`config.mk`:
```
export PLATFORM = sky130hd
export DESIGN_NAME = fp_fma_arb
export DESIGN_NICKNAME = d
export VERILOG_FILES = /design/src/rtl/fp_fma_arb_pkg.sv /design/src/rtl/fp_res_fifo.sv /design/src/rtl/fp_fma_arb.sv
export SDC_FILE = /design/constraint.sdc
export NUM_CORES = 1
export LEC_CHECK = 0
export ABC_AREA = 1
export BUFFER_PORTS_ARGS = -buffer_cell sky130_fd_sc_hd__buf_2
export CAP_MARGIN = 20
export CORE_AREA = 2 2 541 543
export DETAILED_ROUTE_END_ITERATION = 12
export DIE_AREA = 0 0 543 545
export GPL_ROUTABILITY_DRIVEN = 0
export PLACE_DENSITY = 0.34
export SETUP_SLACK_MARGIN = 0.05
export SYNTH_ARGS = -nofsm -noshare
export SYNTH_HDL_FRONTEND = slang
export SYNTH_HIERARCHICAL = 1
export SYNTH_SLANG_ARGS = --single-unit
```
`constraint.sdc`:
```
create_clock -name clock -period 6.9 [get_ports clock]
set_input_delay 1.38 -clock clock [delete_from_list [all_inputs] [get_ports clock]]
set_output_delay 1.38 -clock clock [all_outputs]
set_load 0.02 [all_outputs]
```
`src/rtl/fp_fma_arb_pkg.sv`:
```
// fp_fma_arb_pkg: op bit indices, operand widths and result payload layout for the FMA arbiter
package fp_fma_arb_pkg;
    localparam int OP_W = 7;
    localparam int OP_FMADD = 0;
    localparam int OP_FMSUB = 1;
    localparam int OP_FNMADD = 2;
    localparam int OP_FNMSUB = 3;
    localparam int OP_FADD = 4;
    localparam int OP_FSUB = 5;
    localparam int OP_FMUL = 6;
    localparam int DATA_W = 65;
    localparam int CLASS_W = 10;
    localparam int REQ_DATA_W = 3 * DATA_W;
    localparam int REQ_CLASS_W = 3 * CLASS_W;
    localparam int FMA_PAYLOAD_W = 85;
    localparam int PL_DIFF = 0;
    localparam int PL_ZERO = 1;
    localparam int PL_INFS = 2;
    localparam int PL_DBZ = 3;
    localparam int PL_QNAN = 4;
    localparam int PL_SNAN = 5;
    localparam int PL_GRS = 6;
    localparam int PL_RM = 9;
    localparam int PL_FMT = 12;
    localparam int PL_REMA = 14;
    localparam int PL_MANT = 16;
    localparam int PL_EXPO = 70;
    localparam int PL_SIG = 84;
endpackage

```
`src/rtl/fp_res_fifo.sv`:
```
// fp_res_fifo: synchronous result FIFO with occupancy count
//   clock, reset (async active-low); wr_en/wr_data push; rd_en pops the head;
//   rd_data shows the head (zero when empty); count is the occupancy.
module fp_res_fifo #(
    parameter int WIDTH = 8,
    parameter int DEPTH = 4,
    localparam int CNT_W = $clog2(DEPTH + 1),
    localparam int PTR_W = DEPTH > 1 ? $clog2(DEPTH) : 1
) (
    input  logic             clock,
    input  logic             reset,
    input  logic             wr_en,
    input  logic [WIDTH-1:0] wr_data,
    input  logic             rd_en,
    output logic [WIDTH-1:0] rd_data,
    output logic [CNT_W-1:0] count
);
    logic [WIDTH-1:0] mem [DEPTH];
    logic [PTR_W-1:0] wr_ptr, rd_ptr;
    logic do_rd;
    assign do_rd = rd_en && count != '0;
    assign rd_data = count != '0 ? mem[rd_ptr] : '0;
    always_ff @(posedge clock or negedge reset) begin
        if (!reset) begin
            wr_ptr <= '0;
            rd_ptr <= '0;
            count <= '0;
        end else begin
            if (wr_en) wr_ptr <= wr_ptr == PTR_W'(DEPTH - 1) ? '0 : wr_ptr + PTR_W'(1);
            if (do_rd) rd_ptr <= rd_ptr == PTR_W'(DEPTH - 1) ? '0 : rd_ptr + PTR_W'(1);
            count <= count + CNT_W'(wr_en) - CNT_W'(do_rd);
        end
    end
    always_ff @(posedge clock) begin
        if (wr_en) mem[wr_ptr] <= wr_data;
    end
    a_no_overflow: assert property (@(posedge clock) disable iff (!reset)
        !(wr_en && !do_rd && count == CNT_W'(DEPTH)));
endmodule

```
`src/rtl/fp_fma_arb.sv`:
```
// fp_fma_arb: round-robin sharing of one fp_fma datapath among N_REQ requesters
//   clock, reset (async active-low)
//   req_*: per-requester request bus, req_ready one-hot accept
//   fma_*: operands/op/fmt/rm driven into fp_fma; fma_o_*: fp_fma stage outputs
//   res_*: buffered results with valid/ready; err: sticky tag-tracking error
//   FP_FMA_ARB_PERF_EN adds saturating perf_issue / perf_stall counters
module fp_fma_arb
    import fp_fma_arb_pkg::*;
#(
    parameter int N_REQ = 4,
    parameter int TAG_W = 6,
    parameter int LAT = 2,
    parameter int OBUF_DEPTH = 4,
    localparam int ID_W = $clog2(N_REQ)
) (
    input  logic                       clock,
    input  logic                       reset,
    input  logic [N_REQ-1:0]           req_valid,
    output logic [N_REQ-1:0]           req_ready,
    input  logic [N_REQ*OP_W-1:0]      req_op,
    input  logic [N_REQ*2-1:0]         req_fmt,
    input  logic [N_REQ*3-1:0]         req_rm,
    input  logic [N_REQ*TAG_W-1:0]     req_tag,
    input  logic [N_REQ*REQ_DATA_W-1:0]  req_data,
    input  logic [N_REQ*REQ_CLASS_W-1:0] req_class,
    output logic [DATA_W-1:0]          fma_data1,
    output logic [DATA_W-1:0]          fma_data2,
    output logic [DATA_W-1:0]          fma_data3,
    output logic [CLASS_W-1:0]         fma_class1,
    output logic [CLASS_W-1:0]         fma_class2,
    output logic [CLASS_W-1:0]         fma_class3,
    output logic                       fma_op_fmadd,
    output logic                       fma_op_fmsub,
    output logic                       fma_op_fnmadd,
    output logic                       fma_op_fnmsub,
    output logic                       fma_op_fadd,
    output logic                       fma_op_fsub,
    output logic                       fma_op_fmul,
    output logic [1:0]                 fma_fmt,
    output logic [2:0]                 fma_rm,
    input  logic                       fma_o_sig,
    input  logic [13:0]                fma_o_expo,
    input  logic [53:0]                fma_o_mant,
    input  logic [1:0]                 fma_o_rema,
    input  logic [1:0]                 fma_o_fmt,
    input  logic [2:0]                 fma_o_rm,
    input  logic [2:0]                 fma_o_grs,
    input  logic                       fma_o_snan,
    input  logic                       fma_o_qnan,
    input  logic                       fma_o_dbz,
    input  logic                       fma_o_infs,
    input  logic                       fma_o_zero,
    input  logic                       fma_o_diff,
    input  logic                       fma_o_ready,
    output logic                       res_valid,
    input  logic                       res_ready,
    output logic [FMA_PAYLOAD_W-1:0]   res_data,
    output logic [ID_W-1:0]            res_id,
    output logic [TAG_W-1:0]           res_tag,
    output logic                       err
`ifdef FP_FMA_ARB_PERF_EN
    ,
    output logic [31:0]                perf_issue,
    output logic [31:0]                perf_stall
`endif
);
    localparam int IF_W = $clog2(LAT + 1);
    localparam int FC_W = $clog2(OBUF_DEPTH + 1);
    logic [ID_W-1:0] rr_ptr, gnt_id, idx;
    logic [LAT-1:0] sr_v;
    logic [ID_W-1:0] sr_id [LAT];
    logic [TAG_W-1:0] sr_tag [LAT];
    logic [IF_W-1:0] inflight;
    logic [FC_W-1:0] obuf_count;
    logic [OP_W-1:0] gnt_op, op_out;
    logic credit_ok, grant, push_v, cap_v;
    // Highest priority is rr_ptr+1, so scan from the far end and let nearer hits override.
    always_comb begin
        gnt_id = rr_ptr;
        idx = rr_ptr;
        for (int k = N_REQ; k >= 1; k--) begin
            idx = ID_W'((int'(rr_ptr) + k) % N_REQ);
            if (req_valid[idx]) gnt_id = idx;
        end
    end
    // Credit counts results that already own a slot; a same-cycle pop is deliberately ignored.
    assign inflight = IF_W'($countones(sr_v));
    assign credit_ok = int'(obuf_count) + int'(inflight) < OBUF_DEPTH;
    assign grant = reset && |req_valid && credit_ok;
    assign gnt_op = req_op[gnt_id*OP_W +: OP_W];
    // Non-one-hot ops are accepted but travel as a bubble, dropping the request.
    assign push_v = grant && $onehot(gnt_op);
    assign op_out = push_v ? gnt_op : '0;
    assign req_ready = grant ? N_REQ'(1) << gnt_id : '0;
    assign {fma_op_fmul, fma_op_fsub, fma_op_fadd, fma_op_fnmsub, fma_op_fnmadd, fma_op_fmsub, fma_op_fmadd} = op_out;
    assign {fma_data3, fma_data2, fma_data1} = grant ? req_data[gnt_id*REQ_DATA_W +: REQ_DATA_W] : '0;
    assign {fma_class3, fma_class2, fma_class1} = grant ? req_class[gnt_id*REQ_CLASS_W +: REQ_CLASS_W] : '0;
    assign fma_fmt = grant ? req_fmt[gnt_id*2 +: 2] : '0;
    assign fma_rm = grant ? req_rm[gnt_id*3 +: 3] : '0;
    assign cap_v = sr_v[LAT-1];
    always_ff @(posedge clock or negedge reset) begin
        if (!reset) begin
            rr_ptr <= ID_W'(N_REQ - 1);
            sr_v <= '0;
            err <= 1'b0;
        end else begin
            if (grant) rr_ptr <= gnt_id;
            sr_v <= LAT'({sr_v, push_v});
            if (cap_v != fma_o_ready) err <= 1'b1;
        end
    end
    // Id/tag ride alongside the valid bits and need no reset.
    always_ff @(posedge clock) begin
        sr_id[0] <= gnt_id;
        sr_tag[0] <= req_tag[gnt_id*TAG_W +: TAG_W];
        for (int i = 1; i < LAT; i++) begin
            sr_id[i] <= sr_id[i-1];
            sr_tag[i] <= sr_tag[i-1];
        end
    end
    fp_res_fifo #(
        .WIDTH(FMA_PAYLOAD_W + ID_W + TAG_W),
        .DEPTH(OBUF_DEPTH)
    ) u_fifo (
        .clock  (clock),
        .reset  (reset),
        .wr_en  (cap_v),
        .wr_data({fma_o_sig, fma_o_expo, fma_o_mant, fma_o_rema, fma_o_fmt, fma_o_rm, fma_o_grs,
                  fma_o_snan, fma_o_qnan, fma_o_dbz, fma_o_infs, fma_o_zero, fma_o_diff,
                  sr_id[LAT-1], sr_tag[LAT-1]}),
        .rd_en  (res_valid && res_ready),
        .rd_data({res_data, res_id, res_tag}),
        .count  (obuf_count)
    );
    assign res_valid = obuf_count != '0;
`ifdef FP_FMA_ARB_PERF_EN
    always_ff @(posedge clock or negedge reset) begin
        if (!reset) begin
            perf_issue <= '0;
            perf_stall <= '0;
        end else begin
            if (grant && perf_issue != '1) perf_issue <= perf_issue + 32'd1;
            if (|req_valid && !credit_ok && perf_stall != '1) perf_stall <= perf_stall + 32'd1;
        end
    end
`endif
endmodule
```
After elaboration in Yosys (flattened, before gate mapping)
Memory sizes are Yosys's and may differ from the RTL's. Index checks and enable logic that the tools add are counted.

Word-level logic and storage cells: 76. Memories kept: 3. RAM bits: 388. Input bits: 1065. Flip-flop bits (word level): 12.

Memory list: u_fifo.mem (depth 4, width 93, rd ports 1, clocked after Yosys merged registers in 0, wr ports 1, RTL line fp_res_fifo.sv:18) `logic [WIDTH-1:0] mem [DEPTH];`; sr_tag (depth 2, width 6, rd ports 2, clocked after Yosys merged registers in 0, wr ports 2, RTL line fp_fma_arb.sv:72) `logic [TAG_W-1:0] sr_tag [LAT];`; sr_id (depth 2, width 2, rd ports 2, clocked after Yosys merged registers in 0, wr ports 2, RTL line fp_fma_arb.sv:71) `logic [ID_W-1:0] sr_id [LAT];`.

Multipliers: 5. Shift-type cells: 7. Order comparisons: 5. Multiplexer cells: 23. Reductions and logical operators: 7. Add/sub/neg operators: 16. Equality and inequality tests: 4.

Operators with widths (number): $shiftx A780 B11 Y195 (1); $mux W195 (1); $shiftx A120 B8 Y30 (1); $mux W93 (1); $mux W30 (1); $shiftx A28 B6 Y7 (1); $shiftx A24 B6 Y6 (1); $mux W2 (7); $lt A2 B3 Y1 const B (4); $shiftx A12 B5 Y3 (1); $mul A2 B8 Y10 const B (1); $add A1 B1 Y2 (4); $add A2 B1 Y2 const B (4); $bmux W1 S2 (4); $mul A2 B2 Y4 const B (2); $shiftx A8 B4 Y2 (1); $mux W7 (1); $mul A2 B4 Y6 const B (1); $mux W1 (6); $logic_and A1 B1 Y1 (5); $mul A2 B3 Y5 const B (1); $add A2 B2 Y2 const B (2); $add A3 B2 Y4 (1); $eq A2 B2 Y1 const B (2); 13 further kinds (13).

Depth between registers and ports, before layout
Word-level depth: 15. Gate-level depth with buffers: 24. Depth with buffers taken out: 21.

Hierarchy
The synthesis kept the hierarchy.

By module, submodules not included: fp_res_fifo (sequential area each 11345.9 um2, instances 1, cells an instance 1520, area each 16199.3 um2); fp_fma_arb (sequential area each 447.9 um2, instances 1, cells an instance 2337, area each 11324.6 um2).

Least setup slack after synthesis
OpenSTA, ideal clock, no wires.

Kind: in2out. Start point: input req_valid[3]. End point: output fma_op_fadd. Slack: 586 ps. Data arrival time: 4934 ps. Stages: 23. Cells stage by stage: inv_1 > nand2_1 > nand3_1 > nand2_1 > inv_1 > nand2_1 > nand2_1 > nand2_2 > nand2_1 > buf_4 > buf_2 > nand2_1 > nand2_1 > nand2_1 > nand2_1 > fa_1 > fa_1 > fa_1 > inv_1 > fa_1 > nor3_1 > nand2_1 > nor2_1.

Cells in the longest elaborated chain, start to end: 14. Elaborated cells on any way between the ends: 26. Those cells by class: add/sub (6); mul (1); eq/ne (1); shift (1); mux (13); reduce/logical (4).

RTL lines: start: declaration (RTL line fp_fma_arb.sv:18) `input logic [N_REQ-1:0] req_valid,`; $bmux W1 S2 (RTL line fp_fma_arb.sv:83) `if (req_valid[idx]) gnt_id = idx;`; $mux W1 (implied by the code) (RTL line fp_fma_arb.sv:83); $mux W2 (4 in series) (RTL line fp_fma_arb.sv:83); $mul A2 B3 Y5 (RTL line fp_fma_arb.sv:90) `assign gnt_op = req_op[gnt_id*OP_W +: OP_W];`; $shiftx A28 B6 Y7 (RTL line fp_fma_arb.sv:90); $add A1 B1 Y2 (implied by the code) (RTL line fp_fma_arb.sv:92) `assign push_v = grant && $onehot(gnt_op);`; $add A2 B2 Y3 (implied by the code) or $add A2 B1 Y3 (tied branches) (RTL line fp_fma_arb.sv:92); $add A3 B3 Y3 (implied by the code) (RTL line fp_fma_arb.sv:92); $eq A3 B1 Y1 (RTL line fp_fma_arb.sv:92); $logic_and A1 B1 Y1 (RTL line fp_fma_arb.sv:92); $mux W7 * (RTL line fp_fma_arb.sv:93) `assign op_out = push_v ? gnt_op : '0;`; end: declaration (RTL line fp_fma_arb.sv:36) `output logic fma_op_fadd,`.

Every way passes the cells marked *; elsewhere a longest branch is shown, timed or not. The select of a mux whose other input is x is not followed.

Worst setup path after layout
Start point: input req_valid[3]. End point: output fma_op_fnmadd.

Cells in the longest elaborated chain, start to end: 14. Elaborated cells on any way between the ends: 26. Those cells by class: add/sub (6); mul (1); eq/ne (1); shift (1); mux (13); reduce/logical (4).

RTL lines: $bmux W1 S2 (RTL line fp_fma_arb.sv:83); $mux W1 (implied by the code) (RTL line fp_fma_arb.sv:83); $mux W2 (4 in series) (RTL line fp_fma_arb.sv:83); $mul A2 B3 Y5 (RTL line fp_fma_arb.sv:90); $shiftx A28 B6 Y7 (RTL line fp_fma_arb.sv:90); $add A1 B1 Y2 (implied by the code) (RTL line fp_fma_arb.sv:92); $add A2 B2 Y3 (implied by the code) or $add A2 B1 Y3 (tied branches) (RTL line fp_fma_arb.sv:92); $add A3 B3 Y3 (implied by the code) (RTL line fp_fma_arb.sv:92); $eq A3 B1 Y1 (RTL line fp_fma_arb.sv:92); $logic_and A1 B1 Y1 (RTL line fp_fma_arb.sv:92); $mux W7 * (RTL line fp_fma_arb.sv:93); end: declaration (RTL line fp_fma_arb.sv:34) `output logic fma_op_fnmadd,`.

Marks and branches as above.

==> key figures <==
Final layout
  – Post-Route Utilization: 0.1403
  – Layout area overhead: 47.86%
  – Most common cell after layout, fill and taps aside: buf_2
  – Filler Cells Inserted: 34035
  – Commonest non-fill, non-tap cells in the layout: buf_2 (1390), nand2_1 (914), nand3_1 (666)
  – Nets@finish: 6115
  – Finished Layout Cells: 9146
  – Share of cells above drive strength 1: 0.3175
  – Finished Cell Area: 40700 sq um

Setup path
  – Worst EP required: 5.52 ns
  – Worst r2r src: rr_ptr[0]$_DFFE_PN1P_
  – CP cell instances: buf_6 > inv_4 > nand2_1 > nand3_2 > nand2_2 > inv_1 > nand2_2 > nand3_4 > buf_12 > nand2_8 > nand2_1 > nand2_1 > nand2_1 > nand2_2 > fa_1 > fa_1 > fa_2 > inv_2 > fa_1 > nor3_2 > nand2_1 > buf_12 > nor2_4 > buf_12
  – Crit path DAT: 5.27 ns
  – Crit Path Class: in2out
  – Most frequent cell on the critical path: nand2_1
  – Max FO, Critical Path: 10
  – Critical Path Max Stage Delay: between 0.5 and 0.6 ns
  – Crit path from: req_valid[3]
  – CP delay by family, top: adder cells
  – CP endpoint kind: output port
  – Startpoint types: input port
  – Buffer and inverter count on the worst path: 7
  – CP max-delay cell: fa_1

Detailed routing
  – Drt first pass iters: 5
  – Detailed Route WL: 249200 microns
  – DR vias: 34009
  – DR WL/cell: 27.25 microns
  – DR DRC count: 0
  – Vias per cell: 3.718
  – Initial DRC Count: approximately 2900
  – Final ANT Viol Nets: 0

STA
  – Fmax: around 150 MHz
  – Slew HR: 0.2624
  – Fin. Hold Viols: 0
  – Final TNS setup: 0 ns
  – Slew @ Worst Pin: 1.105 ns
  – RSZ-0062 raised after global routing: no
  – Final Setup Violations: 0
  – Worst Clk Skew: 0.02122 ns
  – Setup WS post-layout: 0.2458 ns
  – Slew Viols, Final: 0
  – Min cycle time layout: 6.654 ns
  – Post-route clock period utilization: 0.9644

Placed design
  – DP Worst Slack: -0.1811 ns
  – DP Wirelength: 207600 microns
  – Post-DP Area: about 39000 sq um
  – Post-Place Cells: 8886
  – I/O Buffers: 1400

GRT
  – First-pass GRT wire length: 316300 microns
  – Tot GR Track Use: 0.1592
  – Vias in the first global route: 32447
  – Largest net degree at the start of global routing: 163
  – GRT overflow: 0
  – Initial antenna violation count: 251

Clock network
  – Worst skew pair latency: around 0.57 ns
  – Clock Tree Buf Depth: 3
  – H-tree depth: 2
  – CTS clk-pin slew, worst paths: roughly 0.060 ns
  – CTS tree: yes
  – CTS Hold Bufs: 0
  – Inserted Clock Buffers: 42
  – Root Buffer: clkbuf_16
  – CTS Sinks: 400

Floorplan
  – Top Ports: 1401
  – Row count: 198
  – Core area: roughly 290000 sq um
  – Die height: between 500 and 600 microns
  – Initial Utilization: 0.09488
  – Die Footprint: 295900 sq um
  – Die X: about 540 microns

Worst hold path
  – Min-delay worst type: reg2reg
  – Launch point of the worst hold path: sr_tag[0][5]$_DFF_P_

Logic synthesis
  – Cell Area, Synth: 27520 sq um
  – Share of the synthesized area in the top cell type: 0.4059
  – Number of synthesized flops with an enable pin: between 300 and 400
  – Synth unique cells: 30
  – Synth Register Bits: 400
  – Synthesis Warnings: 6
  – Syn_nets: about 4900
  – Cells after Synth: 3857
  – Register area share after synthesis: 0.4285
  – Post-synth top area cell: edfxtp_1
  – Asr flop ratio synth: 0.03000
  – Avg Inst Size Synth: between 7 and 8 sq um
  – Synth area leaders: edfxtp_1 (41%), nand2_1 (13%), nand3_1 (12%)
  – Main flop type after synthesis: edfxtp_1

Power
  – Total leakage power: 0.01924 uW
  – Power per cell area: slightly below 600 nW/um^2
  – Worst vdd ir: 0.5513 mV

Flow run
  – Max cap viols: 0

Outcome
  – Status: finished clean
## final cells by class
type,instances,area [sq um],area share
multi-input combinational,2677,12590,0.3094
sequential,400,11810,0.2901
timing repair buffer,1498,8092,0.1988
tap,3900,4880,0.1199
inverter,418,1604,0.03941
clock buffer,52,1099,0.02699
antenna,178,445.4,0.01094
clock inverter,23,181.4,0.004458
## per-stage QoR
| step | power (uW) | hold slack [ns] |
|---|---|---|
| after CTS | 24460 | 0.3267 |
| after global placement | 22080 | 0.3095 |
| after detailed placement | 22050 | 0.3121 |
| after global routing | 25970 | 0.3299 |
| after floorplan | 13910 | 0.3096 |
| final | 24140 | 0.3263 |
## logic make-up after synthesis
| family | count (synthesis) | share of synthesized area |
|---|---|---|
| adder cells (fa/ha/maj) | 13 | 0.007274 |
| buffers and inverters | 780 | 0.1204 |
| flip-flops | 400 | 0.4285 |
| XOR/XNOR | 1 | 0.0003183 |
| AND/OR/NAND/NOR | 2558 | 0.4242 |
| AO/OA/AOI/OAI | 105 | 0.01932 |
## final timing paths
kind                                                     end  cells after the start  slack [ns]
worst min-delay path                   sr_tag[0][11]$_DFF_P_                      0        0.33
worst min register to register         sr_tag[0][11]$_DFF_P_                      0        0.33
worst max-delay path                           fma_op_fnmadd                     24        0.25
worst max register to register             sr_v[0]$_DFF_PN0_                     22        2.46
max in group asynchronous              rr_ptr[1]$_DFFE_PN1P_                      1        5.86
min in group asynchronous       u_fifo/rd_ptr[1]$_DFFE_PN0P_                      1        0.74
## Yosys cell counts, types with 16 or more instances
cell type	count
a21oi_1	95
nand4_1	470
nor2_1	474
clkbuf_1	136
dfxtp_1	16
buf_2	154
buf_4	27
inv_1	410
nand3_1	668
edfxtp_1	372
buf_1	33
nand2_1	928
## what timing repair did
item	CTS	global route
endpoints found under the setup margin	7	7
pin swaps	4	21
buffers inserted	1	6
resized for setup	17	31
## routing by layer
layer,GRT usage,up-vias,part of all wire
met5,0,-,0.0023
met4,0.06300,88,0.038
met3,0.05642,453,0.097
met2,0.2738,1684,0.49
met1,0.1784,16237,0.37
li1,-,15547,-
## worst register-to-register path: stages, from the launching register on
cell	delay, ns
dfstp_4	0.73
inv_4	0.09
nand2_1	0.08
nand3_2	0.09
nand2_2	0.08
inv_1	0.04
nand2_2	0.09
nand3_4	0.20
buf_12	0.23
nand2_8	0.09
nand2_1	0.06
nand2_1	0.07
nand2_1	0.06
nand2_2	0.09
fa_1	0.44
fa_1	0.52
fa_2	0.38
inv_2	0.06
fa_1	0.41
nor3_2	0.18
nand2_1	0.11
buf_12	0.18
inv_1	0.11
## power by group
group	total, uW	switching, uW	internal (uW)
registers	2970	160	2810
logic	19000	14200	4850
clock network	2160	955	1210
## flip-flops by register name, indices dropped and copies added (netlist names)
register and count:
u_fifo/wr_ptr 2, u_fifo/mem 372, rr_ptr 2, sr_v 2, sr_id 4, u_fifo/rd_ptr 2
u_fifo/count 3, sr_tag 12, err 1
(Power assumes the default switching activity.)
